**config.mk**
```make
export PLATFORM = sky130hd
export DESIGN_NAME = kvs_req_arbiter_flat
export DESIGN_NICKNAME = d
export VERILOG_FILES = /design/src/rtl/kvs_req_arbiter_if.sv /design/src/rtl/kvs_req_arbiter.sv /design/src/flat_wrapper.sv
export SDC_FILE = /design/constraint.sdc
export NUM_CORES = 1
export LEC_CHECK = 0
export BUFFER_PORTS_ARGS = -buffer_cell sky130_fd_sc_hd__buf_2
export CORE_MARGIN = 10
export CORE_UTILIZATION = 42
export CTS_CLUSTER_DIAMETER = 100
export DETAILED_ROUTE_END_ITERATION = 16
export PLACE_DENSITY = 0.81
export SETUP_SLACK_MARGIN = 0.3
export SLEW_MARGIN = 20
export SYNTH_ARGS = -nofsm -noshare
export SYNTH_HDL_FRONTEND = slang
export SYNTH_SLANG_ARGS = --single-unit
```
**constraint.sdc**
```tcl
create_clock -name clk -period 6.1 [get_ports clk]
set_clock_uncertainty 0.05 [all_clocks]
set_input_delay 1.22 -clock clk [delete_from_list [all_inputs] [get_ports clk]]
set_output_delay 1.22 -clock clk [all_outputs]
set_load 0.005 [all_outputs]
```
**src/rtl/kvs_req_arbiter_if.sv**
```systemverilog
// Request/response bundle between the two Ethernet ports, the arbiter and the KVS lookup engine.
// The master side drives requests and engine responses; the arbiter is the slave.
interface kvs_req_arbiter_if #(
    parameter int KEY_SIZE  = 96,
    parameter int DEPTH_LOG = 4
);
    logic                req0_valid;
    logic [KEY_SIZE-1:0] req0_key;
    logic [3:0]          req0_flag;
    logic                req0_ready;
    logic                req1_valid;
    logic [KEY_SIZE-1:0] req1_key;
    logic [3:0]          req1_flag;
    logic                req1_ready;
    logic                in_valid;
    logic [KEY_SIZE-1:0] in_key;
    logic [3:0]          in_flag;
    logic                out_valid;
    logic [3:0]          out_flag;
    logic                rsp0_valid;
    logic                rsp1_valid;
    logic [3:0]          rsp_flag;
    logic [DEPTH_LOG:0]  outstanding;
    logic                err_orphan;

    modport master (
        output req0_valid, req0_key, req0_flag, req1_valid, req1_key, req1_flag,
        output out_valid, out_flag,
        input  req0_ready, req1_ready, in_valid, in_key, in_flag,
        input  rsp0_valid, rsp1_valid, rsp_flag, outstanding, err_orphan
    );

    modport slave (
        input  req0_valid, req0_key, req0_flag, req1_valid, req1_key, req1_flag,
        input  out_valid, out_flag,
        output req0_ready, req1_ready, in_valid, in_key, in_flag,
        output rsp0_valid, rsp1_valid, rsp_flag, outstanding, err_orphan
    );
endinterface

```
**src/rtl/kvs_req_arbiter.sv**
```systemverilog
// Round-robin arbiter sharing the KVS lookup request port between ETH0/ETH1; a tag FIFO
// remembers the issuing port so in-order lookup responses are steered back to it.
module kvs_req_arbiter #(
    parameter int KEY_SIZE  = 96,
    parameter int DEPTH     = 16,
    parameter int DEPTH_LOG = 4
) (
    input  logic             clk,
    input  logic             rst,
    kvs_req_arbiter_if.slave bus
);
    localparam logic [DEPTH_LOG:0] FULL_CNT = (DEPTH_LOG+1)'(DEPTH);

    logic                 last;
    logic [DEPTH_LOG:0]   cnt;
    logic [DEPTH_LOG-1:0] wr_ptr;
    logic [DEPTH_LOG-1:0] rd_ptr;
    logic                 tag_mem [DEPTH];
    logic                 full;
    logic                 empty;
    logic                 gnt0;
    logic                 gnt1;
    logic                 push;
    logic                 pop;
    logic                 head_id;

    logic                 vld_p1;
    logic [KEY_SIZE-1:0]  key_p1;
    logic [3:0]           flag_p1;
    logic                 rsp0_vld_p1;
    logic                 rsp1_vld_p1;
    logic [3:0]           rsp_flag_p1;
    logic                 orphan;

    // Stage p0: grant decision on the current occupancy; a pop this cycle cannot free a slot yet
    always_comb begin
        full    = (cnt == FULL_CNT);
        empty   = (cnt == '0);
        gnt0    = !full && bus.req0_valid && (!bus.req1_valid || last);
        gnt1    = !full && bus.req1_valid && (!bus.req0_valid || !last);
        push    = gnt0 || gnt1;
        pop     = bus.out_valid && !empty;
        head_id = tag_mem[rd_ptr];
    end

    // Stage p1: registered request toward the lookup engine
    always_ff @(posedge clk) begin
        if (rst) begin
            vld_p1  <= 1'b0;
            key_p1  <= '0;
            flag_p1 <= '0;
            last    <= 1'b1;
        end else begin
            vld_p1 <= push;
            if (gnt0) begin
                key_p1  <= bus.req0_key;
                flag_p1 <= bus.req0_flag;
            end else if (gnt1) begin
                key_p1  <= bus.req1_key;
                flag_p1 <= bus.req1_flag;
            end
            if (push) begin
                last <= gnt1;
            end
        end
    end

    always_ff @(posedge clk) begin
        if (push) begin
            tag_mem[wr_ptr] <= gnt1;
        end
    end

    always_ff @(posedge clk) begin
        if (rst) begin
            wr_ptr <= '0;
            rd_ptr <= '0;
            cnt    <= '0;
        end else begin
            if (push) begin
                wr_ptr <= wr_ptr + 1'b1;
            end
            if (pop) begin
                rd_ptr <= rd_ptr + 1'b1;
            end
            case ({push, pop})
                2'b10:   cnt <= cnt + 1'b1;
                2'b01:   cnt <= cnt - 1'b1;
                default: ;
            endcase
        end
    end

    // Stage p1: response steering; a response with no tag pending is an orphan
    always_ff @(posedge clk) begin
        if (rst) begin
            rsp0_vld_p1 <= 1'b0;
            rsp1_vld_p1 <= 1'b0;
            rsp_flag_p1 <= '0;
            orphan      <= 1'b0;
        end else begin
            rsp0_vld_p1 <= pop && !head_id;
            rsp1_vld_p1 <= pop && head_id;
            if (pop) begin
                rsp_flag_p1 <= bus.out_flag;
            end
            if (bus.out_valid && empty) begin
                orphan <= 1'b1;
            end
        end
    end

    assign bus.req0_ready  = gnt0;
    assign bus.req1_ready  = gnt1;
    assign bus.in_valid    = vld_p1;
    assign bus.in_key      = key_p1;
    assign bus.in_flag     = flag_p1;
    assign bus.rsp0_valid  = rsp0_vld_p1;
    assign bus.rsp1_valid  = rsp1_vld_p1;
    assign bus.rsp_flag    = rsp_flag_p1;
    assign bus.outstanding = cnt;
    assign bus.err_orphan  = orphan;
endmodule
```
**src/flat_wrapper.sv**
```systemverilog
// flat-port wrapper written by rule: the top's interface ports become plain ports
module kvs_req_arbiter_flat 
#(
    parameter int KEY_SIZE  = 96,
    parameter int DEPTH     = 16,
    parameter int DEPTH_LOG = 4
)
  (clk, rst, bus_req0_valid, bus_req0_key, bus_req0_flag, bus_req1_valid, bus_req1_key, bus_req1_flag, bus_out_valid, bus_out_flag, bus_req0_ready, bus_req1_ready, bus_in_valid, bus_in_key, bus_in_flag, bus_rsp0_valid, bus_rsp1_valid, bus_rsp_flag, bus_outstanding, bus_err_orphan);
  kvs_req_arbiter_if #(.KEY_SIZE(KEY_SIZE), .DEPTH_LOG(DEPTH_LOG)) bus_i ();
  input  logic clk;
  input  logic rst;
  input wire logic [$bits(bus_i.req0_valid)-1:0] bus_req0_valid;
  input wire logic [$bits(bus_i.req0_key)-1:0] bus_req0_key;
  input wire logic [$bits(bus_i.req0_flag)-1:0] bus_req0_flag;
  input wire logic [$bits(bus_i.req1_valid)-1:0] bus_req1_valid;
  input wire logic [$bits(bus_i.req1_key)-1:0] bus_req1_key;
  input wire logic [$bits(bus_i.req1_flag)-1:0] bus_req1_flag;
  input wire logic [$bits(bus_i.out_valid)-1:0] bus_out_valid;
  input wire logic [$bits(bus_i.out_flag)-1:0] bus_out_flag;
  output wire logic [$bits(bus_i.req0_ready)-1:0] bus_req0_ready;
  output wire logic [$bits(bus_i.req1_ready)-1:0] bus_req1_ready;
  output wire logic [$bits(bus_i.in_valid)-1:0] bus_in_valid;
  output wire logic [$bits(bus_i.in_key)-1:0] bus_in_key;
  output wire logic [$bits(bus_i.in_flag)-1:0] bus_in_flag;
  output wire logic [$bits(bus_i.rsp0_valid)-1:0] bus_rsp0_valid;
  output wire logic [$bits(bus_i.rsp1_valid)-1:0] bus_rsp1_valid;
  output wire logic [$bits(bus_i.rsp_flag)-1:0] bus_rsp_flag;
  output wire logic [$bits(bus_i.outstanding)-1:0] bus_outstanding;
  output wire logic [$bits(bus_i.err_orphan)-1:0] bus_err_orphan;
  assign bus_i.req0_valid = bus_req0_valid;
  assign bus_i.req0_key = bus_req0_key;
  assign bus_i.req0_flag = bus_req0_flag;
  assign bus_i.req1_valid = bus_req1_valid;
  assign bus_i.req1_key = bus_req1_key;
  assign bus_i.req1_flag = bus_req1_flag;
  assign bus_i.out_valid = bus_out_valid;
  assign bus_i.out_flag = bus_out_flag;
  assign bus_req0_ready = bus_i.req0_ready;
  assign bus_req1_ready = bus_i.req1_ready;
  assign bus_in_valid = bus_i.in_valid;
  assign bus_in_key = bus_i.in_key;
  assign bus_in_flag = bus_i.in_flag;
  assign bus_rsp0_valid = bus_i.rsp0_valid;
  assign bus_rsp1_valid = bus_i.rsp1_valid;
  assign bus_rsp_flag = bus_i.rsp_flag;
  assign bus_outstanding = bus_i.outstanding;
  assign bus_err_orphan = bus_i.err_orphan;
  kvs_req_arbiter #(.KEY_SIZE(KEY_SIZE), .DEPTH(DEPTH), .DEPTH_LOG(DEPTH_LOG)) u_core (.clk(clk), .rst(rst), .bus(bus_i));
endmodule
```
Yosys cells after proc, flatten, opt, wreduce, memory -nomap -nowiden
Memory sizes are Yosys's and may differ from the RTL's. A register that Yosys moved wholly into a read port is not among the register bits. Index checks and enable logic that the tools add are counted. Widths: inputs -> output; s select.

Register bits after elaboration: 122. Memories: 1. Bits in writable memories: 16.

Memories: u_core.tag_mem (words 16, width 1, rd ports 1, clocked after memory_dff 1, write ports 1, RTL line kvs_req_arbiter.sv:18) `logic tag_mem [DEPTH];`.

Reduce and logical (&&, ||, !) cells: 20. Equal/unequal tests: 3. Mux-type cells: 9. $add $sub $neg: 4.

Operators by type and width (number): $mux 96 (2); $mux 4 (4); $pmux 5 s2 (1); $add 4x1->4 const B (2); $logic_and 1x1->1 (8); $logic_not 1->1 (6); $add 5x1->5 const B (1); $eq 5x5->1 const B (1); $logic_not 5->1 (1); $sub 5x1->5 const B (1); $reduce_bool 2->1 (2); $logic_or 1x1->1 (3); $eq 2x1->1 const B (1); $eq 2x2->1 const B (1); $mux 1 (2).

Logic depth before layout (Yosys ltp)
Gate-level depths: netlist (run 1).

Depth in word-level cells: 7. Gate-level depth with buffers: 12.

Worst setup path before layout (run 1)
No wires, ideal clock.

Path kind: input port to output port. Start point: input port bus_req1_valid. End point: output port bus_req1_ready. Path slack: 2.550 ns. Buffers on the path: 0. Arrival time: 2.280 ns. Stages: 2. Cells stage by stage: a21boi_0 a21boi_0.

Cells in the longest elaborated chain, start to end: 2.

RTL lines: from (decl) (RTL line flat_wrapper.sv:15) `input wire logic [$bits(bus_i.req1_valid)-1:0] bus_req1_valid;`; $logic_and 1x1->1 (2 in series) (RTL line kvs_req_arbiter.sv:40) `gnt1 = !full && bus.req1_valid && (!bus.req0_valid || !last);`; to (decl) (RTL line flat_wrapper.sv:21) `output wire logic [$bits(bus_i.req1_ready)-1:0] bus_req1_ready;`.

No other way between the ends.

Worst setup path after layout (run 1)
Start point: input port bus_req0_valid. End point: output port bus_req1_ready.

Cells in the longest elaborated chain, start to end: 3.

RTL lines: from (decl) (RTL line flat_wrapper.sv:12) `input wire logic [$bits(bus_i.req0_valid)-1:0] bus_req0_valid;`; $logic_not 1->1 (RTL line kvs_req_arbiter.sv:40); $logic_or 1x1->1 (RTL line kvs_req_arbiter.sv:40); $logic_and 1x1->1 (RTL line kvs_req_arbiter.sv:40).

No other way between the ends.

==> results of run 1 <==
==> state kept, by name, summed over array words and instances (netlist names), named ones only <==
register and count:
u_core.bus.in_key 96, u_core.bus.err_orphan 1, u_core.bus.in_valid 1, u_core.bus.in_flag 4, u_core.last 1, u_core.wr_ptr 4, u_core.rd_ptr 4, u_core.bus.outstanding 5
u_core.bus.rsp_flag 4, u_core.bus.rsp1_valid 1, u_core.bus.rsp0_valid 1, u_core.tag_mem 16
==> power by group through the flow <==
stage	Clock [uW]	Sequential [uW]	Combinational, uW
after floorplan	0	1410	849
after global placement	0	1410	1340
after detailed placement	0	1420	1360
after CTS	942	1400	1370
after global routing	979	1440	1520
final	921	1410	1350
==> logic make-up (layout without fill, tap and decap cells) <==
| group | count (synthesis) | in the layout | synth area share [%] |
|---|---|---|---|
| AND/OR/NAND/NOR | 354 | 354 | 24.0 |
| flip-flops | 142 | 142 | 46.9 |
| AO/OA/AOI/OAI | 134 | 134 | 17.4 |
| buffers and inverters | 86 | 375 | 5.59 |
| multiplexers | 15 | 15 | 3.17 |
| XOR/XNOR | 10 | 10 | 1.37 |
| adder cells (fa/ha/maj) | 8 | 8 | 1.56 |
| other | 0 | 1 | 0 |
==> final timing paths <==
check	start	to	slack, ns
max	bus_req0_valid	bus_req1_ready	2.44
min	u_core.last	u_core.last	0.44
max reg2reg	u_core.bus.outstanding[2]	u_core.bus.outstanding[4]	2.86
min reg2reg	u_core.last	u_core.last	0.44
==> critical path, delay by kind of cell <==
kind / cells / cell delay [ns]
buf+inv: 3 / 0.77
compound gates: 2 / 0.38
==> per-stage QoR <==
stage	instance area, um2	util [%]	worst slack (ns)
5_1_grt	8570	56.8	2.23
2_1_floorplan	6400	-	2.55
6_report	8570	56.8	2.44
3_5_place_dp	8020	53.1	2.09
3_3_place_gp	8020	53.1	2.18
4_1_cts	8540	56.6	2.44
==> final cells by class <==
class | count | share of cell area [%]
clock inverter | 14 | 1.10
inverter | 12 | 0.526
antenna | 1 | 0.0292
sequential | 142 | 35.0
tap | 188 | 2.74
multi-input combinational | 521 | 35.7
clock buffer | 18 | 5.01
timing repair buffer | 331 | 19.9
==> cells in the mapped netlist (2+ instances only) <==
library cell	count	area [um2]
edfxtp_1	16	480
a311oi_1	95	832
buf_2	19	95.1
nand3_1	97	485
o21ai_0	2	10.0
xor2_1	7	61.3
nand2b_1	11	68.8
ha_1	8	100
o211ai_1	2	15.0
dfxtp_1	126	2520
a31oi_1	2	12.5
mux2_2	2	22.5
a21boi_0	2	15.0
xnor2_1	3	26.3
clkbuf_1	49	184
nor3_1	7	35.0
o32a_1	5	50.1
a21oi_1	15	75.1
nand2_1	103	387
buf_1	4	15.0
mux4_2	4	90.1
or3_1	2	12.5
inv_1	11	41.3
nor2_1	127	477
mux2i_1	9	90.1
nor2b_1	2	12.5
==> metal layers <==
layer	vias to the layer above	routed length, um	track usage [%]
li1	3251	-	-
met1	3067	8300	22.4
met2	294	10600	33.0
met3	27	2490	9.80
met4	2	370	6.18
met5	-	13	0
==> impl_metrics.toml, run 1 <==
[clock_tree]
cts_setup_buffers = 0
clkLatencyLatePin_ns = 0.41
cts.repair.resized = 0
root_buffer = "clkbuf_16"
cts.sinks = 142
clock_path_buffers = 2
htreeDepth = 4
postCtsHoldBufs = 0
cts_made_buffers = 17
cts_tree = "yes"
clk_pin_slew_worst_paths_ns = 0.06

[grt]
grt_pass1_wl_um = 33300
grt_overflow = 0
antenna_found_initial = 1
grt_pass1_vias = 6298
grt_max_degree = 107
grt.total_usage_pct = 20.1

[routing]
first_pass_iters = 5
vias = 6641
drtIter0Drc = 451
drcViolationCount = 0
avgRoutedWirePerCell_um = 17.8
antenna_left = 0
vias_per_cell = 5.41
wl_um = 21800

[yosys]
synth-seq-cells = 142
syn_area_um2 = 6400
synth_cell_types = 45
synthesis.nets = 966
yosysSeqAreaShare_pct = 46.9
syn_inst = 749
synth_warnings = 0
synth_edf_count = 16
async_reset_ff_share_pct = 0
ys_dominant_reg_cell = "dfxtp_1"
syn_area_per_cell_um2 = 8.54

[power]
power.share.sequential_pct = 38.2
irDropWorstVdd_mv = 0.315
switching_share_pct = 37.1
p_int_uw = 2320
switchingPower_uw = 1360
power_uw = 3680
p_leak_uw = 0.00403
power.share.clock_pct = 25.0
power_density_nw_per_um2 = 430
power_frac_comb_pct = 36.8

[worst_hold_path]
holdPathStages = 2
hp-class = "flip-flop to flip-flop"

[die]
fp.coreArea_um2 = 15100
start_util_pct = 42.4
die_x_um = 143
dieArea_um2 = 20600
row_count = 45
die-height_um = 143
io_pins = 324

[critical_path]
crit_required_ns = 4.83
cp-end-kind = "output pin"
reg2regPathDepth = 10
critPathKind = "input pin to output pin"
cp.arrival_ns = 2.39
cpMaxStageDelayCell = "buf_4"
cp_max_fo = 45
max_stage_delay_ns = 0.41
critPathLaunchType = "input pin"
crit_chain = "buf_4, a21boi_0, a21boi_0, buf_4, buf_2"

[cells_and_area]
drive_above_1_share_pct = 35.8
area.sequential_um2 = 3000
num-fill-cells = 1388
multi_input_area_um2 = 3060
syn_to_final_growth_pct = 34.0
fin_cells = 1227
final_common_cell = "buf_2"
final_nets = 1242
mostFrequentLayoutCells = "321 x buf_2, 127 x nor2_1, 126 x dfxtp_1"

[sta]
finalSetupTns_ns = 0
whs_ns = 0.441
worstMarginPinSlew_ns = 1.05
slew_headroom_pct = 29.7
period_share_pct = 60.0
maxSlewViolCount = 0
setup_viol = 0
fin_crit_ns = 3.66
fmax_mhz = 273
final_hold_viol_count = 0
rsz0062_at_grt = "no"

[place]
dp_hpwl_um = 15500
place.gp.congestion = 0.820
dp_cells = 1193
portBuffers = 323

[run_status]
status = "finished clean"

[run]
maxCapViolCount = 0
(Power assumes the default switching activity.)
==> inputs of run 2 (changes only) <==
CORE_UTILIZATION = 41   (was 42)
PLACE_DENSITY = 0.82   (was 0.81)
clock period = 3.2 ns   (was 6.1 ns; I/O delays follow)
==> impl_metrics.toml, run 2 (synthesized netlist as in run 1, its figures left out) <==
[run_status]
status = "finished clean"

[cells_and_area]
drive_above_1_share_pct = 36.8
fin_area_um2 = 8720
largest_reg_flops = 96
final_nets = 1244
mostFrequentLayoutCells = "321 x buf_2, 127 x nor2_1, 123 x dfxtp_1"
syn_to_final_growth_pct = 36.3
final_common_cell = "buf_2"
diodes = 0

[die]
dieArea_um2 = 21000
io_pins = 324
row_count = 45
start_util_pct = 41.9
die-height_um = 145
die_x_um = 145
fp.coreArea_um2 = 15300

[clock_tree]
cts.repair.resized = 0
cts.sinks = 142
clk_pin_slew_worst_paths_ns = 0.06
clkLatencyLatePin_ns = 0.41
root_buffer = "clkbuf_16"
cts_setup_buffers = 0
cts_tree = "yes"
htreeDepth = 4
postCtsHoldBufs = 0
clock_path_buffers = 2
cts_made_buffers = 17

[sta]
final_hold_viol_count = 0
fin_crit_ns = 2.67
slew_headroom_pct = 41.5
setup_viol = 0
whs_ns = 0.418
worstMarginPinSlew_ns = 0.877
fmax_mhz = 374
rsz0062_at_grt = "no"
finalSetupTns_ns = 0
period_share_pct = 83.5
maxSlewViolCount = 0

[critical_path]
cp-end-kind = "flip-flop"
cp_max_fo = 12
cp.arrival_ns = 2.92
crit_required_ns = 3.45
critPathKind = "flip-flop to flip-flop"
critPathLaunchType = "flip-flop"

[routing]
avgRoutedWirePerCell_um = 17.6
antenna_left = 0
drcViolationCount = 0
first_pass_iters = 5
vias_per_cell = 5.28
vias = 6602
wl_um = 22000
drtIter0Drc = 328

[worst_hold_path]
hp-class = "input pin to flip-flop"

[place]
portBuffers = 323
place.gp.congestion = 0.850
dp_hpwl_um = 15900
place_area_um2 = 8120

[power]
power_density_nw_per_um2 = 832
p_leak_uw = 0.00408
irDropWorstVdd_mv = 0.620

[grt]
grt_max_degree = 196
grt_pass1_vias = 6515
grt_overflow = 0
grt_pass1_wl_um = 35100
antenna_found_initial = 1
grt.total_usage_pct = 20.1

[run]
maxCapViolCount = 0
## run 2: through the flow
stage	cells	util (%)	total power (uW)	setup WS, ns
floorplan	749	-	4320	0.308
CTS	1251	57.0	7300	0.332
global placement	1219	53.2	5290	0.450
finish	1251	57.1	7250	0.529
detailed placement	1219	53.2	5370	0.318
global route	1251	57.1	7770	0.358
## run 2: power by group
part,internal [uW],total (uW),switching (uW)
Combinational,1140,2660,1530
Sequential,2350,2680,338
Clock,1170,1910,741
Total,4650,7250,2610
## run 2: cell type report
cell class                 count  area, um2
inverter                      12       45.0
tap                          211        264
clock buffer                  22        454
timing repair buffer         333       1750
fill                        1385       6540
clock inverter                10        114
multi-input combinational    521       3090
sequential                   142       3010
## run 2: critical path, stage by stage (launching register included)
cell and delay (ns):
dfxtp_2 0.39, or4_4 0.59, o21ai_4 0.18, inv_2 0.06
ha_2 0.23, xor2_1 0.15, ha_1 0.23, a21oi_4 0.18
a32oi_2 0.17, a221oi_2 0.26, nand2b_1 0.07
## run 2: path summary, 6_finish.rpt
path | from | to | slack [ns] | cells after the start
worst min register to register | u_core.bus.err_orphan | u_core.bus.err_orphan | 0.43 | 2
worst min-delay path | bus_out_flag[0] | u_core.bus.rsp_flag[0] | 0.42 | 3
worst max-delay path | u_core.bus.outstanding[2] | u_core.bus.outstanding[4] | 0.53 | 10
worst max register to register | u_core.bus.outstanding[2] | u_core.bus.outstanding[4] | 0.53 | 10
## run 2: routing by layer
layer  vias up  wire length [um]  share of wire [%]  GRT usage, %
met5         -                13              0.059             0
met4         2               557                2.5          7.20
met3        39              2000                9.1          8.17
met2       277             11000                 50          33.8
met1      3042              8480                 39          22.3
li1       3242                 -                  -             -
